### src/rtl/rv32_pkg.sv
// Shared RV32I core constants and the fetch buffer entry type.
package rv32_pkg;

   localparam int XLEN = 32;
   localparam logic [XLEN-1:0] RESET_PC_DEF = 32'h0000_0000;
   localparam logic [XLEN-1:0] INSTR_NOP = 32'h0000_0013;
   localparam int FETCH_BUF_DEPTH_DEF = 2;

   typedef struct packed {
      logic [XLEN-1:0] pc;
      logic [XLEN-1:0] word;
   } fetch_entry_t;

   // Sequential PC step; wraps modulo 2^32.
   function automatic logic [XLEN-1:0] pc_inc(input logic [XLEN-1:0] pc);
      return pc + 32'd4;
   endfunction

endpackage

### src/rtl/fetch_fifo.sv
// Synchronous {pc, word} FIFO with flush, registered head entry and occupancy count.
module fetch_fifo
   import rv32_pkg::*;
#(
   parameter int DEPTH = FETCH_BUF_DEPTH_DEF,
   parameter logic [XLEN-1:0] RESET_PC = RESET_PC_DEF,
   parameter int CW = $clog2(DEPTH) + 1
) (
   input  logic         clk,
   input  logic         rst_n,
   input  logic         flush,
   input  logic         push,
   input  fetch_entry_t push_data,
   input  logic         pop,
   output fetch_entry_t head,
   output logic [CW-1:0] count
);

   localparam int AW = $clog2(DEPTH);
   localparam logic [CW-1:0] FULL = CW'(DEPTH);

   fetch_entry_t mem [DEPTH];
   fetch_entry_t head_reg, head_next;
   logic [AW-1:0] rd_ptr_reg, rd_ptr_next, rd_ptr_inc;
   logic [AW-1:0] wr_ptr_reg, wr_ptr_next;
   logic [CW-1:0] count_reg, count_next;
   logic do_push, do_pop;

   assign do_push = push & ~flush & (count_reg != FULL);
   assign do_pop = pop & ~flush & (count_reg != '0);
   assign rd_ptr_inc = rd_ptr_reg + 1'b1;

   // The head register always mirrors the oldest entry, so the consumer never sees a RAM read.
   always_comb begin
      rd_ptr_next = rd_ptr_reg;
      wr_ptr_next = wr_ptr_reg;
      count_next = count_reg;
      head_next = head_reg;
      if (flush) begin
         rd_ptr_next = '0;
         wr_ptr_next = '0;
         count_next = '0;
      end else begin
         if (do_pop)
            rd_ptr_next = rd_ptr_inc;
         if (do_push)
            wr_ptr_next = wr_ptr_reg + 1'b1;
         count_next = count_reg + CW'(do_push) - CW'(do_pop);
         if (do_pop) begin
            if (count_reg > CW'(1))
               head_next = mem[rd_ptr_inc];
            else if (do_push)
               head_next = push_data;
         end else if (do_push && (count_reg == '0)) begin
            head_next = push_data;
         end
      end
   end

   always_ff @(posedge clk) begin
      if (do_push)
         mem[wr_ptr_reg] <= push_data;
   end

   always_ff @(posedge clk or negedge rst_n) begin
      if (!rst_n) begin
         rd_ptr_reg <= '0;
         wr_ptr_reg <= '0;
         count_reg <= '0;
         head_reg <= '{pc: RESET_PC, word: INSTR_NOP};
      end else begin
         rd_ptr_reg <= rd_ptr_next;
         wr_ptr_reg <= wr_ptr_next;
         count_reg <= count_next;
         head_reg <= head_next;
      end
   end

   assign head = head_reg;
   assign count = count_reg;

endmodule

### src/rtl/fetch_unit.sv
// RV32I instruction fetch: PC, imem request/response tracking, instruction buffer, redirects.
// Optional misaligned-redirect trap is compiled in with `define FETCH_MISALIGN_CHK_EN.
module fetch_unit
   import rv32_pkg::*;
#(
   parameter logic [XLEN-1:0] RESET_PC = RESET_PC_DEF,
   parameter int BUF_DEPTH = FETCH_BUF_DEPTH_DEF
) (
   input  logic            clk,
   input  logic            rst_n,
   output logic            imem_req_valid,
   input  logic            imem_req_ready,
   output logic [XLEN-1:0] imem_req_addr,
   input  logic            imem_rsp_valid,
   input  logic [XLEN-1:0] imem_rsp_data,
   input  logic            jmp_valid,
   input  logic [XLEN-1:0] jmp_target,
   output logic            inst_valid,
   input  logic            inst_ready,
   output logic [XLEN-1:0] prog,
   output logic [XLEN-1:0] inst_pc,
   output logic            misalign
);

   localparam int CW = $clog2(BUF_DEPTH) + 1;
   localparam logic [CW:0] DEPTH_LIM = (CW + 1)'(BUF_DEPTH);

   logic [XLEN-1:0] fetch_pc_reg, rsp_pc_reg, target;
   logic [CW-1:0] outstanding_reg, outstanding_next, drop_cnt_reg, count;
   logic [CW:0] occupancy;
   logic req_fire, rsp_fire, keep, pop, halt;
   fetch_entry_t head, push_data;

`ifdef FETCH_MISALIGN_CHK_EN
   logic misalign_reg;

   always_ff @(posedge clk or negedge rst_n) begin
      if (!rst_n)
         misalign_reg <= 1'b0;
      else if (jmp_valid && (jmp_target[1:0] != 2'b00))
         misalign_reg <= 1'b1;
   end

   assign halt = misalign_reg;
   assign misalign = misalign_reg;
`else
   assign halt = 1'b0;
   assign misalign = 1'b0;
`endif

   assign target = jmp_target & ~32'h3;
   assign pop = inst_valid & inst_ready;

   // Count every word that will need a slot: in flight plus buffered, net of this cycle's pop.
   assign occupancy = {1'b0, outstanding_reg} + {1'b0, count} - {{CW{1'b0}}, pop};
   assign imem_req_valid = rst_n & ~halt & (occupancy < DEPTH_LIM);
   assign imem_req_addr = fetch_pc_reg;

   assign req_fire = imem_req_valid & imem_req_ready;
   // Responses with nothing outstanding belong to a pre-reset request and are ignored.
   assign rsp_fire = imem_rsp_valid & (outstanding_reg != '0);
   assign keep = rsp_fire & ~jmp_valid & (drop_cnt_reg == '0);
   assign push_data = '{pc: rsp_pc_reg, word: imem_rsp_data};
   assign outstanding_next = outstanding_reg + CW'(req_fire) - CW'(rsp_fire);

   always_ff @(posedge clk or negedge rst_n) begin
      if (!rst_n) begin
         fetch_pc_reg <= RESET_PC;
         rsp_pc_reg <= RESET_PC;
         outstanding_reg <= '0;
         drop_cnt_reg <= '0;
      end else begin
         outstanding_reg <= outstanding_next;
         if (jmp_valid) begin
            // Everything still in flight after this edge predates the redirect.
            fetch_pc_reg <= target;
            rsp_pc_reg <= target;
            drop_cnt_reg <= outstanding_next;
         end else begin
            if (req_fire)
               fetch_pc_reg <= pc_inc(fetch_pc_reg);
            if (rsp_fire) begin
               if (drop_cnt_reg != '0)
                  drop_cnt_reg <= drop_cnt_reg - 1'b1;
               else
                  rsp_pc_reg <= pc_inc(rsp_pc_reg);
            end
         end
      end
   end

   fetch_fifo #(
      .DEPTH    (BUF_DEPTH),
      .RESET_PC (RESET_PC),
      .CW       (CW)
   ) u_fifo (
      .clk       (clk),
      .rst_n     (rst_n),
      .flush     (jmp_valid),
      .push      (keep),
      .push_data (push_data),
      .pop       (pop),
      .head      (head),
      .count     (count)
   );

   assign inst_valid = (count != '0);
   assign prog = head.word;
   assign inst_pc = head.pc;

endmodule

### config.mk
export PLATFORM = sky130hd
export DESIGN_NAME = fetch_unit
export DESIGN_NICKNAME = d
export VERILOG_FILES = /design/src/rtl/rv32_pkg.sv /design/src/rtl/fetch_fifo.sv /design/src/rtl/fetch_unit.sv
export SDC_FILE = /design/constraint.sdc
export NUM_CORES = 1
export LEC_CHECK = 0
export ABC_AREA = 1
export CAP_MARGIN = 20
export CORE_ASPECT_RATIO = 1.4
export CORE_MARGIN = 2
export CORE_UTILIZATION = 55
export CTS_BUF_LIST = sky130_fd_sc_hd__clkbuf_16
export CTS_CLUSTER_SIZE = 10
export DETAILED_ROUTE_END_ITERATION = 10
export GPL_TIMING_DRIVEN = 0
export HOLD_SLACK_MARGIN = 0.02
export PLACE_DENSITY = 0.8
export SLEW_MARGIN = 0
export SYNTH_ARGS = -nofsm -noshare
export SYNTH_HDL_FRONTEND = slang
export SYNTH_SLANG_ARGS = --single-unit
### constraint.sdc
create_clock -name clk -period 4.57 [get_ports clk]
set_clock_uncertainty 0.1 [all_clocks]
set_input_delay 0.457 -clock clk [delete_from_list [all_inputs] [get_ports clk]]
set_output_delay 0.457 -clock clk [all_outputs]
set_load 0.05 [all_outputs]
==> run summary <==
outcome - complete, no violations
Hold WC Path Type - in2reg
initial DRC count - 935
# DRC - 0
GRT overflow - 0
NetSw - 3.68 mW
HPWL after detailed placement - 25500 um
sequential standard cell area - 6980 um^2
Critical Path Sink Type - output pin
Post-Route Utilization - 69.6%
drt first pass iters - 6
Req. time, crit path - 4.01 ns
FF+latch count, synth - 254
Comb power frac - 39.1%
DIE WIDTH - 130 um
Critical Path Max Stage Delay - 0.82 ns
clk sinks - 254
fillers - 1700
first-pass GRT wire length - 56300 um
n_diodes - 0
arrival time worst endpoint - 3.90 ns
Max clock buf depth - 3
Die Y - 181 um
CTS Buf Count - 29
H-tree level count - 1
Max FO, Critical Path - 10
Max Cap Viol - 0
initial antenna violation count - 0
sequential fraction of the synthesis area - 56.9%
worst-margin pin slew - 0.853 ns
Final min period - 4.45 ns
Largest register FFs - 124
GRT Util Overall - 30.7%
WL final - 35900 um
final std cells w/o fill - 1949
CP delay by family, top - buffers and inverters
total die area - 23500 um^2
clock-pin slew on the worst setup and hold paths - 0.05 ns
pin count of the biggest net entering global routing - 68
RSZ-0062 raised after global routing - no
postcts setup bufs - 0
IO buf count - 160
Placed Cells - 1895
synth warn - 0
Routed WL per cell - 18.4 um
Multi-input gate area - 4670 um^2
final hold vios - 0
CORE AREA - 21900 um^2
fin nets - 1710
TritonCTS clock tree - built
ranking of synthesized cells by area - edfxtp_1 30%, dfrtp_1 26%, nand2_1 15%
Post-synth ARST share - 51.2%
Ports - 169
Post-synth EDFFs - 124
area delta synth->final - 24.1%
Avg Vias per Cell - 5.56
syn avg cell area - 8.59 um^2
hold_ws - 0.330 ns
crit path max-delay cell type - clkdlybuf4s50_1
post-synthesis cell count - 1429
Yosys cell types - 34
Post-DRT Antenna Nets - 0
Max Clock Freq - 225 MHz
Worst Path Buf+Inv - 4
Startpoint Class - flop
Root Driver - clkbuf_16
Max-slew headroom - 43.2%
Setup WS post-layout - 0.116 ns
clock latency at the later pin of the worst-skew pair - 0.55 ns
Clk pwr share - 22.9%
Post-Place Worst Slack - 0.543 ns
Peak supply drop - 323 uV
WS Path Type - reg2out
endpoints failing setup - 0
initial core utilization - 56.1%
layout cells sized above 1 - 6.11%
placer congestion estimate - 0.958
P_leak - 6.23 nW
Sw Ratio - 41.6%
Internal - 5.17 mW
Slew Viols, Final - 0
crit-path cells - inv_2 > buf_2 > clkbuf_1 > ha_1 > fa_1 > o21ai_0 > nor3_1 > clkdlybuf4s50_1
vias in the first global route - 11000
Mapped Area - 12300 um^2
number of vias in the routed layout - 10800
total chip power - 8.86 mW
Most used DFF post-synth - dfrtp_1
Flop pwr share - 38.0%
Final Cycle Share - 97.5%
Cell Pwr Density - 582 nW/um^2
number of placement rows - 64
share of the synthesized area in the top cell type - 30.3%
Yosys top cell by area - edfxtp_1
## final timing paths
check	start	endpoint	slack, ns	cells past startpoint
max in group asynchronous	rst_n	rsp_pc_reg[21]	3.19	3
worst min-delay path	jmp_valid	rsp_pc_reg[13]	0.33	4
worst max register to register	u_fifo.count[1]	drop_cnt_reg[1]	0.47	14
worst max-delay path	u_fifo.count[1]	imem_req_valid	0.12	8
min in group asynchronous	rst_n	u_fifo.head[16]	0.38	2
worst min register to register	u_fifo.head[4]	u_fifo.head[4]	0.40	2
## cells in the final DEF, fill, tap and decap left out, drive strengths merged
cell type,count
clkinv,2
nor3,12
buf,44
nor2,189
nor4,1
nand4,11
o21ai,81
edfxtp,124
dfstp,3
xor2,6
a21oi,32
xnor2,5
ha,9
clkdlybuf4s50,159
nand3b,7
o21bai,6
dlygate4sd3,1
nand2,497
inv,104
o211ai,17
conb,5
fa,1
clkbuf,62
dfrtp,127
nand3,82
a31oi,65
## through the flow
stage / cell area, um^2 / setup TNS [ns]
6_report: 15200 / 0
5_1_grt: 15200 / 0
4_1_cts: 15200 / 0
3_5_place_dp: 14400 / 0
3_3_place_gp: 14300 / -651.45
2_1_floorplan: 12300 / 0
## per-layer routing
layer | global-route usage, % | part of all wire [%] | up-vias
met3 | 3.32 | 6.2 | 137
met2 | 53.5 | 51 | 486
li1 | - | - | 5140
met5 | 0 | 0 | -
met4 | 17.1 | 5.8 | 0
met1 | 36.4 | 37 | 5074
## layout make-up
cell class                 count  area share, %
buffer                        71           2.24
clock buffer                  29           4.77
clock inverter                24          0.641
inverter                      82           2.02
multi-input combinational   1026           30.7
sequential                   254           45.9
tap                          297           2.44
timing repair buffer         166           11.4
## worst min-delay path, stage by stage
cell and delay [ns]:
buf_2 0.25, nor3_4 0.10, nand2_1 0.05, nand3_1 0.05
## power by group through the flow
stage                     logic, mW  registers, mW  clock network [mW]
after global routing           3.70           3.41                2.14
after global placement         3.37           3.39                   0
after detailed placement       3.46           3.39                   0
after floorplan                1.11           4.45                   0
after CTS                      3.48           3.35                2.05
final                          3.47           3.36                2.03
## synthesized netlist by cell type (5+ instances only)
library cell	instances
clkbuf_1	33
a21oi_1	31
inv_2	5
nand3b_1	7
ha_1	9
xnor2_1	5
buf_2	24
edfxtp_1	124
nor2_1	179
nor2_4	5
dfrtp_1	127
nor2_2	5
nand4_1	11
nor3_1	10
buf_4	12
xor2_1	6
o21bai_1	6
nand2_1	494
a31oi_1	65
nand3_1	82
inv_1	77
o21ai_0	79
o211ai_1	17
## logic make-up after synthesis
family,count (synthesis),synth area share [%]
fa+ha+maj,10,1.08
xor+xnor,11,0.785
simple gates,799,26.5
buf+inv,153,5.29
other cells,1,0.0306
compound gates,201,9.45
flops,254,56.9
## timing repair
action / in CTS / in global routing
hold endpoints to repair: 61 / 0
hold buffers: 1 / 0
resized for setup: 0 / 0
Note: power is estimated with default switching activity, not from simulation.
